File: src/rtl/reduce_nway_acc.sv
// Registered N-way OR/AND/XOR/NOR reduction over a valid/ready burst, result held in HOLD until out_ready.
// Result visible the cycle after the last beat; in_ready low while holding. Optional first-hit index: REDUCE_FIRST_IDX_EN.
module reduce_nway_acc #(
    parameter int WIDTH     = 8,
    parameter int MAX_WORDS = 16,
    parameter int CNT_W     = $clog2(MAX_WORDS + 1)
) (
    input  logic             clk,
    input  logic             reset,
    input  logic             in_valid,
    output logic             in_ready,
    input  logic [WIDTH-1:0] in_data,
    input  logic             in_last,
    input  logic [1:0]       mode,
    output logic             out_valid,
    input  logic             out_ready,
    output logic             out_bit,
    output logic [WIDTH-1:0] out_vec,
    output logic [CNT_W-1:0] out_count,
`ifdef REDUCE_FIRST_IDX_EN
    output logic             overflow,
    output logic             out_first_hit,
    output logic [CNT_W-1:0] out_first_idx
`else
    output logic             overflow
`endif
);

    typedef enum logic [1:0] {S_IDLE, S_ACC, S_HOLD} state_t;

    localparam logic [CNT_W-1:0] MAX_CNT = CNT_W'(MAX_WORDS);

    state_t             state;
    logic [1:0]         mode_q;
    logic               acc;
    logic [WIDTH-1:0]   vec;
    logic [CNT_W-1:0]   count;

    logic               first;
    logic [1:0]         eff_mode;
    logic               r;
    logic               acc_nxt;
    logic [WIDTH-1:0]   vec_nxt;
    logic [CNT_W-1:0]   cnt_nxt;
    logic               full;

    always_comb begin
        first    = (state == S_IDLE);
        // The first beat of a burst uses the live mode; later beats use the latched one.
        eff_mode = first ? mode : mode_q;
        case (eff_mode)
            2'b01:   r = &in_data;
            2'b10:   r = ^in_data;
            default: r = |in_data;
        endcase
        case (mode_q)
            2'b01: begin
                acc_nxt = acc & r;
                vec_nxt = vec & in_data;
            end
            2'b10: begin
                acc_nxt = acc ^ r;
                vec_nxt = vec ^ in_data;
            end
            default: begin
                acc_nxt = acc | r;
                vec_nxt = vec | in_data;
            end
        endcase
        if (first) begin
            acc_nxt = r;
            vec_nxt = in_data;
        end
        cnt_nxt = first ? CNT_W'(1) : count + CNT_W'(1);
        full    = (cnt_nxt == MAX_CNT);
    end

    assign in_ready  = (state != S_HOLD);
    assign out_valid = (state == S_HOLD);
    assign out_bit   = (mode_q == 2'b11) ? ~acc : acc;
    assign out_vec   = vec;
    assign out_count = count;

    always_ff @(posedge clk or posedge reset) begin
        if (reset) begin
            state    <= S_IDLE;
            mode_q   <= 2'b00;
            acc      <= 1'b0;
            vec      <= '0;
            count    <= '0;
            overflow <= 1'b0;
        end else begin
            case (state)
                S_IDLE, S_ACC: begin
                    if (in_valid) begin
                        if (first) mode_q <= mode;
                        acc      <= acc_nxt;
                        vec      <= vec_nxt;
                        count    <= cnt_nxt;
                        // A full burst closed by in_last is complete, not truncated.
                        overflow <= full && !in_last;
                        state    <= (in_last || full) ? S_HOLD : S_ACC;
                    end
                end
                S_HOLD: begin
                    if (out_ready) state <= S_IDLE;
                end
                default: state <= S_IDLE;
            endcase
        end
    end

`ifdef REDUCE_FIRST_IDX_EN
    always_ff @(posedge clk or posedge reset) begin
        if (reset) begin
            out_first_hit <= 1'b0;
            out_first_idx <= '0;
        end else if (in_valid && in_ready) begin
            if (first) begin
                out_first_hit <= r;
                out_first_idx <= '0;
            end else if (r && !out_first_hit) begin
                out_first_hit <= 1'b1;
                out_first_idx <= count;
            end
        end
    end
`endif

endmodule

File: config.mk
export PLATFORM = sky130hd
export DESIGN_NAME = reduce_nway_acc
export DESIGN_NICKNAME = d
export VERILOG_FILES = /design/src/rtl/reduce_nway_acc.sv
export SDC_FILE = /design/constraint.sdc
export NUM_CORES = 1
export LEC_CHECK = 0
export BUFFER_PORTS_ARGS = -buffer_cell sky130_fd_sc_hd__buf_2
export CAP_MARGIN = 40
export CORE_ASPECT_RATIO = 0.8
export CORE_MARGIN = 8
export CORE_UTILIZATION = 59
export DETAILED_ROUTE_END_ITERATION = 12
export GPL_ROUTABILITY_DRIVEN = 0
export PLACE_DENSITY = 0.85
export SLEW_MARGIN = 20
export SYNTH_ARGS = -nofsm -noshare
export SYNTH_HDL_FRONTEND = slang
export SYNTH_SLANG_ARGS = --single-unit
File: constraint.sdc
create_clock -name clk -period 7.5 [get_ports clk]
set_clock_uncertainty 0.05 [all_clocks]
set_input_delay 0.75 -clock clk [delete_from_list [all_inputs] [get_ports clk]]
set_output_delay 0.75 -clock clk [all_outputs]
set_load 0.03 [all_outputs]
After elaboration in Yosys (flattened, before gate mapping)

Cells that the tools add are included.
W data, S select, Z words.

Flip-flop bits (word level): 19
Output and inout bits: 17
Logic and storage cells: 47

Add/sub/neg operators: 1
Equal/unequal tests: 11
Mux-type cells: 12
Bitwise logic cells: 7
Reduce and logical (&&, ||, !) cells: 10

Operator list:

| operator              | number |
|---|---|
| $pmux W8 S2           | 1 |
| $and A8 B8 Y8         | 1 |
| $eq A2 B2 Y1 const B  | 4 |
| $mux W2               | 4 |
| $mux W8               | 1 |
| $or A8 B8 Y8          | 1 |
| $reduce_and A8 Y1     | 1 |
| $reduce_or A8 Y1      | 1 |
| $reduce_xor A8 Y1     | 1 |
| $xor A8 B8 Y8         | 1 |
| $eq A2 B1 Y1 const B  | 3 |
| $add A5 B1 Y5 const B | 1 |
| $eq A5 B5 Y1 const B  | 1 |
| $mux W5               | 1 |
| $ne A2 B2 Y1 const B  | 2 |
| $pmux W1 S2           | 2 |
| $pmux W2 S2           | 1 |
| $reduce_and A2 Y1     | 2 |
| $logic_not A2 Y1      | 1 |
| $mux W1               | 2 |
| $ne A2 B1 Y1 const B  | 1 |
| $reduce_or A2 Y1      | 1 |
| $and A1 B1 Y1         | 1 |
| $logic_and A1 B1 Y1   | 1 |
| 5 further kinds       | 5 |

Depth between registers and ports, before layout

Gate-level depths: netlist of run 1.

Word-level depth: 7
Gate-level depth with buffers: 13

Worst setup path before layout of run 1

Ideal clock, no wire load.

Path kind: input port to flip-flop
Start: in mode[1]
End: reg acc
Library setup time: 0.128 ns
Arrival time: 2.505 ns
Required time: 7.322 ns
Setup slack: 4.817 ns
Stages on the path: 10
Cell sequence: mux2i_1 > inv_1 > ha_1 > and2b_4 > a211oi_2 > ha_1 > a221oi_2 > a21oi_1 > a22oi_1 > o21ai_1

Cells in the longest elaborated chain, start to end: 6
Elaborated cells on any way between the ends: 9
Classes of those cells: eq/ne (2); mux (4); bitwise (3)

Ends and longest elaborated chain:

| what                                         | RTL line | RTL |
|---|---|---|
| from (decl)                                  | 14       | `input logic [1:0] mode,` |
| $mux W2 *                                    | -        |  |
| net eff_mode[1]                              | 40       | `logic [1:0] eff_mode;` |
| $eq A2 B2 Y1 or $eq A2 B1 Y1 (tied branches) | 51       | `case (eff_mode)` |
| $pmux W1 S2 *                                | 51       |  |
| $or A1 B1 Y1 (tied with other cells)         | 66       | `acc_nxt = acc \| r;` |
| $pmux W1 S2                                  | 56       | `case (mode_q)` |
| $mux W1 *                                    | 70       | `if (first) begin` |
| to (signal assigned)                         | 97       | `acc <= acc_nxt;` |
| to (decl)                                    | 35       | `logic acc;` |

Mark *: on every way through the listed nets, which the timed path passes. The rest lies on a longest branch.
A chain may end at the register's enable or synchronous reset.

Worst setup path in the final report of run 1

Start: reg state[0]
End: reg acc

Cells in the longest elaborated chain, start to end: 7
Elaborated cells on any way between the ends: 13
Classes of those cells: eq/ne (3); mux (4); bitwise (3); reduce/logical (3)

Ends and longest elaborated chain:

| what                                         | RTL line | RTL |
|---|---|---|
| from (decl)                                  | 33       | `state_t state;` |
| from (signal assigned)                       | 102      | `state <= (in_last \|\| full) ? S_HOLD : S_ACC;` |
| $logic_not A2 Y1 *                           | 48       | `first = (state == S_IDLE);` |
| $mux W2 *                                    | -        |  |
| net eff_mode[1]                              | 40       |  |
| $eq A2 B2 Y1 or $eq A2 B1 Y1 (tied branches) | 51       |  |
| $pmux W1 S2 *                                | 51       |  |
| $or A1 B1 Y1 (tied with other cells)         | 66       |  |
| $pmux W1 S2                                  | 56       |  |
| $mux W1 *                                    | 70       |  |

Marked as above.

==> results.md, run 1 <==
* Post-route ant nets at 0
* Initial antenna violation count at 0
* Number of fill cells at 231
* Register area at 475 sq um
* NumNets Final at 251
* Io pins at 32
* Clock transition at path regs at 0.11 ns
* Worst-margin pin slew at 0.757 ns
* # diodes at 0
* Initial Util at 60.5%
* Vias in the first global route at 1347
* Post-synth EDFFs at 0
* TritonRoute pass-1 iters at 4
* Initial DRC Count at 51
* Part of the power in registers at 27.8%
* Mux contribution to synthesized area at 1.22%
* DR vias at 1357
* Max clock buf depth at 2
* GRT Total Usage at 15.3%
* HP Class: reg -> reg
* Final worst setup slack at 4.32 ns
* Htree depth at 1
* DP HPWL at 2.63 mm
* Required time of the critical path at 7.64 ns
* Kind of critical path: reg -> reg
* Worst-path fanout max at 17
* Largest area contributor in the netlist: dfrtp_1
* CP Launch Type: register
* Die width at 74.9 um
* # Max-Cap Violations at 0
* Hold buffer count at cts at 0
* GR peak layer: met2
* CORE AREA at 2700 sq um
* WP data arrival at 3.32 ns
* Die Y-Extent at 63.1 um
* Final worst-path cycle share at 42.4%
* Net Sw Frac at 52.8%
* Port Buffers at 31
* P&R area growth vs syn at 10.0%
* Async SR Flop Fraction at 100%
* Final-report setup violation count at 0
* Area share of and/or/nand/nor cells after synthesis at 10.0%
* Synth Area per Inst at 9.24 sq um
* Most frequent CP cell: ha_1
* First-pass GRT wire length at 5.91 mm
* Seq/Total Area, Yosys at 29.1%
* Cells after Synth at 177
* P_sw at 0.368 mW
* DRC at 0
* TritonCTS clock tree: done
* Logic gate share of total power at 64.5%
* Remaining global-route overflow at 0
* Internal power at 0.329 mW
* Crit-path cells: nor2_4, mux2i_1, inv_1, ha_1, and2b_4, a211oi_2, ha_1, a221oi_2, a21oi_1, a22oi_1, o21ai_1
* M3 GR Usage at 4.42%
* Clock share of power at 7.6%
* Total power at 0.697 mW
* P_leak at 0.938 nW
* Ratio of cells with drive above 1 in the final layout at 20.7%
* Setup TNS Final at 0 ns
* Slew HR at 49.5%
* FMAX at 0.315 GHz
* Average wire per standard cell at 14.3 um
* Clk_lat worst skew at 0.30 ns
* Most common cell in the netlist: ha_1
* Die ar. at 4720 sq um
* Post-Synthesis Cell Area at 1640 sq um
* Worst vdd ir at 0.000222 V
* Pwr Density at 388 nW/um^2
* Crit path time final at 3.18 ns
* RSZ-0062 raised after global routing: no
* Crit-path slowest cell: dfrtp_1
* Drt total wl at 3.44 mm
* Placement row count at 17
* Post-synthesis compound-gate area fraction at 23.0%
* Top-area cell type share of the netlist area at 29.1%
* Via density at 5.63
* Delay-heaviest family, CP: compound AO/OA/AOI/OAI gates
* Pin count of the biggest net entering global routing at 20
* Yosys warns at 0
* Count of final hold-check violations at 0
* Syn Nets at 224
* Met1 Use GR at 18.1%
* Distinct cells, synth at 36
* CTS buffer count at 3
* Share of synthesized cell area in full adder, half adder and majority cells at 24.5%
* CTS root buf: clkbuf_4
* Largest family of logic cells by synthesized area: adder cells
* Multi-input logic area at 995 sq um
* Predominant post-synthesis flop cell: dfrtp_1
* CP endpoint kind: register
* Clk sinks at 19
* Setup Buffers After CTS at 0
* Synth Area in XOR/XNOR at 2.14%
* Status: finished, final reports clean
* CTS resizes at 0
* Max incr delay on CP at 0.55 ns
* Placement Setup Slack at 4.34 ns
* CP bufs+invs at 1
* Most frequent cells after synthesis: ha_1 (32), inv_1 (25), dfrtp_1 (19), o21ai_1 (19), a21oi_1 (12)
* Final Max Tran Viols at 0
* GR Util met2 at 25.3%
* Largest cells by area after synthesis: dfrtp_1 (29%), ha_1 (24%), o21ai_1 (5.8%)
* Flops & latches, synth at 19
## layout by cell type (no fill, tap or decap), types with 3 or more instances in the layout
cell type,Yosys,routed
ha_1,32,32
buf_2,4,31
inv_1,25,25
o21ai_1,19,19
dfrtp_1,19,19
a21oi_1,12,12
nand2_1,9,9
a221oi_1,8,8
o221ai_1,8,8
nor2_1,4,4
clkbuf_4,0,3
## metrics by stage
step	area (sq um)	std cells	utilization, %	hold slack (ns)
after detailed placement	1770	237	65.6	0.422
after floorplan	1640	177	-	0.470
after global placement	1770	237	65.6	0.413
after CTS	1800	241	66.6	0.450
final	1800	241	66.6	0.441
after global routing	1800	241	66.6	0.490
## state kept, by name (all words and copies together) (netlist names)
signal,flops
out_vec,8
state,2
acc,1
mode_q,2
out_count,5
overflow,1
## worst register-to-register path, cell delays in order (launching register included)
cell and delay (ns):
dfrtp_1 0.55, nor2_4 0.44, mux2i_1 0.35, inv_1 0.08, ha_1 0.31, and2b_4 0.19
a211oi_2 0.28, ha_1 0.29, a221oi_2 0.24, a21oi_1 0.07, a22oi_1 0.16, o21ai_1 0.08
## layer usage
metal	routed length [um]	vias up
met3	186	2
met4	9	0
met1	1550	639
met5	0	-
met2	1690	34
li1	-	682
## path summary, 6_finish.rpt
| path | cells after the start | to | slack [ns] | start |
|---|---|---|---|---|
| worst max-delay path | 11 | acc | 4.32 | state[0] |
| worst min-delay path | 2 | overflow | 0.44 | overflow |
| worst max register to register | 11 | acc | 4.32 | state[0] |
| worst min register to register | 2 | overflow | 0.44 | overflow |
| max in group asynchronous | 2 | overflow | 6.42 | reset |
| min in group asynchronous | 2 | out_vec[5] | 0.51 | reset |
## power by group through the flow
| stage | combinational, mW | clock [mW] | sequential (mW) |
|---|---|---|---|
| 4_1_cts | 0.450 | 0.0570 | 0.194 |
| 5_1_grt | 0.497 | 0.0607 | 0.202 |
| 2_1_floorplan | 0.302 | 0 | 0.247 |
| 3_3_place_gp | 0.432 | 0 | 0.191 |
| 6_report | 0.450 | 0.0532 | 0.194 |
| 3_5_place_dp | 0.447 | 0 | 0.196 |
## cell families (layout without fill, tap and decap cells)
kind of cell	after synthesis	after routing
AND/OR/NAND/NOR	29	29
AO/OA/AOI/OAI	56	56
buffers and inverters	35	61
multiplexers	2	2
flip-flops	19	19
XOR/XNOR	4	4
adder cells (fa/ha/maj)	32	32
## final cells by class
cell class | instances | share of cell area [%]
multi-input cells | 123 | 55.3
flip-flops and latches | 19 | 26.4
repair buffers | 31 | 8.62
inverters | 26 | 5.56
well taps | 38 | 2.64
clock buffers | 4 | 1.46
Note: power is estimated with default switching activity, not from simulation.
==> inputs of run 2 (changes only) <==
CORE_UTILIZATION = 55   (was 59)
PLACE_DENSITY = 0.8   (was 0.85)
clock period = 3 ns   (was 7.5 ns; I/O delays follow)
==> results.md, run 2 (synthesized netlist as in run 1, its figures left out) <==
* Remaining global-route overflow at 0 (unchanged)
* RR Endpoint: acc
* Placement row count at 17 (unchanged)
* P&R area growth vs syn at 14.2%
* Initial DRC Count at 90 (+76%)
* Max incr delay on CP at 0.44 ns (-0.11 ns)
* RSZ-0062 raised after global routing: no
* First-pass GRT wire length at 6.62 mm (+12%)
* Hold WS at 0.216 ns (-0.225 ns)
* Worst Reg2Reg Path Length in Cells at 11 (unchanged)
* Number of fill cells at 226 (-2.2%)
* NumNets Final at 256 (+2.0%)
* Required time of the critical path at 3.09 ns (-4.55 ns)
* Port Buffers at 31 (unchanged)
* Htree depth at 1 (unchanged)
* Worst-margin pin slew at 0.572 ns (-0.185 ns)
* CTS buffer count at 3 (unchanged)
* Hold Crit Depth at 2 (unchanged)
* Max clock buf depth at 2 (unchanged)
* Die Y-Extent at 64.8 um (+2.7%)
* Register area at 475 sq um (unchanged)
* Die ar. at 4990 sq um (+5.5%)
* CP Launch Type: register
* Clk sinks at 19 (unchanged)
* Drt total wl at 3.80 mm (+11%)
* P_leak at 0.974 nW (+3.9%)
* Multi-input logic area at 995 sq um (unchanged)
* Layout Utilization at 67.0% (+0.39 points)
* Final worst setup slack at 0.239 ns (-4.08 ns)
* Clock transition at path regs at 0.08 ns (-0.03 ns)
* Crit-path cells: nor2_4, buf_4, mux2i_1, ha_1, and2b_4, a211oi_2, ha_1, a221oi_2, a21oi_1, a22oi_1, o21ai_1
* Most frequent CP cell: ha_1
* CORE AREA at 2790 sq um (+3.1%)
* Clk_lat worst skew at 0.26 ns (-0.04 ns)
* TritonRoute pass-1 iters at 6 (+2)
* GRT Total Usage at 16.1% (+0.82 points)
* CP bufs+invs at 1 (unchanged)
* # Max-Cap Violations at 0 (unchanged)
* Post-Layout Cell Count at 246 (+2.1%)
* DRC at 0 (unchanged)
* Vias in the first global route at 1413 (+4.9%)
* Pwr Density at 976 nW/um^2 (+150%)
* Crit-path slowest cell: dfrtp_1
* Status: finished, final reports clean
* R2R setup slack at 0.24 ns (-4.08 ns)
* Worst vdd ir at 0.000404 V (+82%)
* Crit path time final at 2.76 ns (-0.417 ns)
* Hold path start: in_last
* Most frequent cells in the layout: ha_1 (32), buf_2 (31), inv_1 (25)
* DR vias at 1396 (+2.9%)
* Worst Hold Endpoint: overflow
* Initial antenna violation count at 0 (unchanged)
* Count of final hold-check violations at 0 (unchanged)
* Final Max Tran Viols at 0 (unchanged)
* Io pins at 32 (unchanged)
* Initial Util at 58.7% (-1.8 points)
* # diodes at 0 (unchanged)
* Pin count of the biggest net entering global routing at 20 (unchanged)
* Post-route ant nets at 0 (unchanged)
* WP data arrival at 2.85 ns (-0.47 ns)
* Placement Setup Slack at 0.229 ns (-4.11 ns)
* Final worst-path cycle share at 92.0% (+50 points)
* FMAX at 0.362 GHz (+15%)
* DP HPWL at 2.88 mm (+9.3%)
* TritonCTS clock tree: done
* Delay-heaviest family, CP: compound AO/OA/AOI/OAI gates
* Kind of critical path: reg -> reg
* Average wire per standard cell at 15.4 um (+8.3%)
* Setup TNS Final at 0 ns (unchanged)
* Final-report setup violation count at 0 (unchanged)
* Ratio of cells with drive above 1 in the final layout at 22.6% (+1.9 points)
* Commonest non-fill, non-tap cell in the layout: ha_1
* Flip-flop count of the largest register after layout at 8 (unchanged)
* Placed cell count at 240 (+1.3%)
* CTS root buf: clkbuf_8
* CP endpoint kind: register
* HP Class: in -> reg
* Worst-path fanout max at 10 (-7)
* Via density at 5.67 (+0.78%)
* Die width at 77.0 um (+2.8%)
* Slew HR at 61.9% (+12 points)
* Reg2reg start: state[1]
run 2: final cells by class:
class,count,area share (%)
Multi-Input combinational cell,123,53.3
Inverter,26,5.36
Sequential cell,19,25.5
Tap cell,38,2.55
Timing Repair Buffer,36,10.9
Clock buffer,3,2.21
Clock inverter,1,0.268
run 2: worst reg2reg max path, cell delays in order (launching register included):
cell	delay, ns
dfrtp_1	0.44
nor2_4	0.13
buf_4	0.19
mux2i_1	0.28
ha_1	0.22
and2b_4	0.19
a211oi_2	0.29
ha_1	0.30
a221oi_2	0.24
a21oi_1	0.07
a22oi_1	0.17
o21ai_1	0.09
run 2: timing repair:
action,CTS,global route
hold endpoints to repair,0,1
hold buffers,0,1
setup buffers,0,0
gates resized for setup,0,0
run 2: power by group:
group          internal (mW)  switching (mW)  total [mW]
combinational          0.431           0.727        1.16
sequential             0.360           0.122       0.482
clock                 0.0925          0.0897       0.182
run 2: worst max path at each step:
stage	slack (ns)	to	cells past startpoint	from
3_5_place_dp	0.23	acc	11	state[1]
4_1_cts	0.22	acc	11	state[1]
6_report	0.24	acc	11	state[1]
2_1_floorplan	0.40	acc	11	state[0]
3_3_place_gp	0.37	acc	11	state[1]
5_1_grt	0.06	acc	11	state[1]
run 2: metal layers:
layer | vias to the layer above | part of all wire (%) | global-route usage [%]
li1 | 693 | - | -
met1 | 661 | 46 | 18.6
met2 | 38 | 48 | 28.0
met3 | 4 | 4.8 | 4.41
met4 | 0 | 1.3 | 5.98
met5 | - | 0 | 0
run 2: metrics by stage:
step           power (mW)  cell area [sq um]
2_1_floorplan        1.37               1640
3_5_place_dp         1.64               1800
3_3_place_gp         1.58               1800
6_report             1.82               1870
4_1_cts              1.83               1840
5_1_grt              1.99               1870
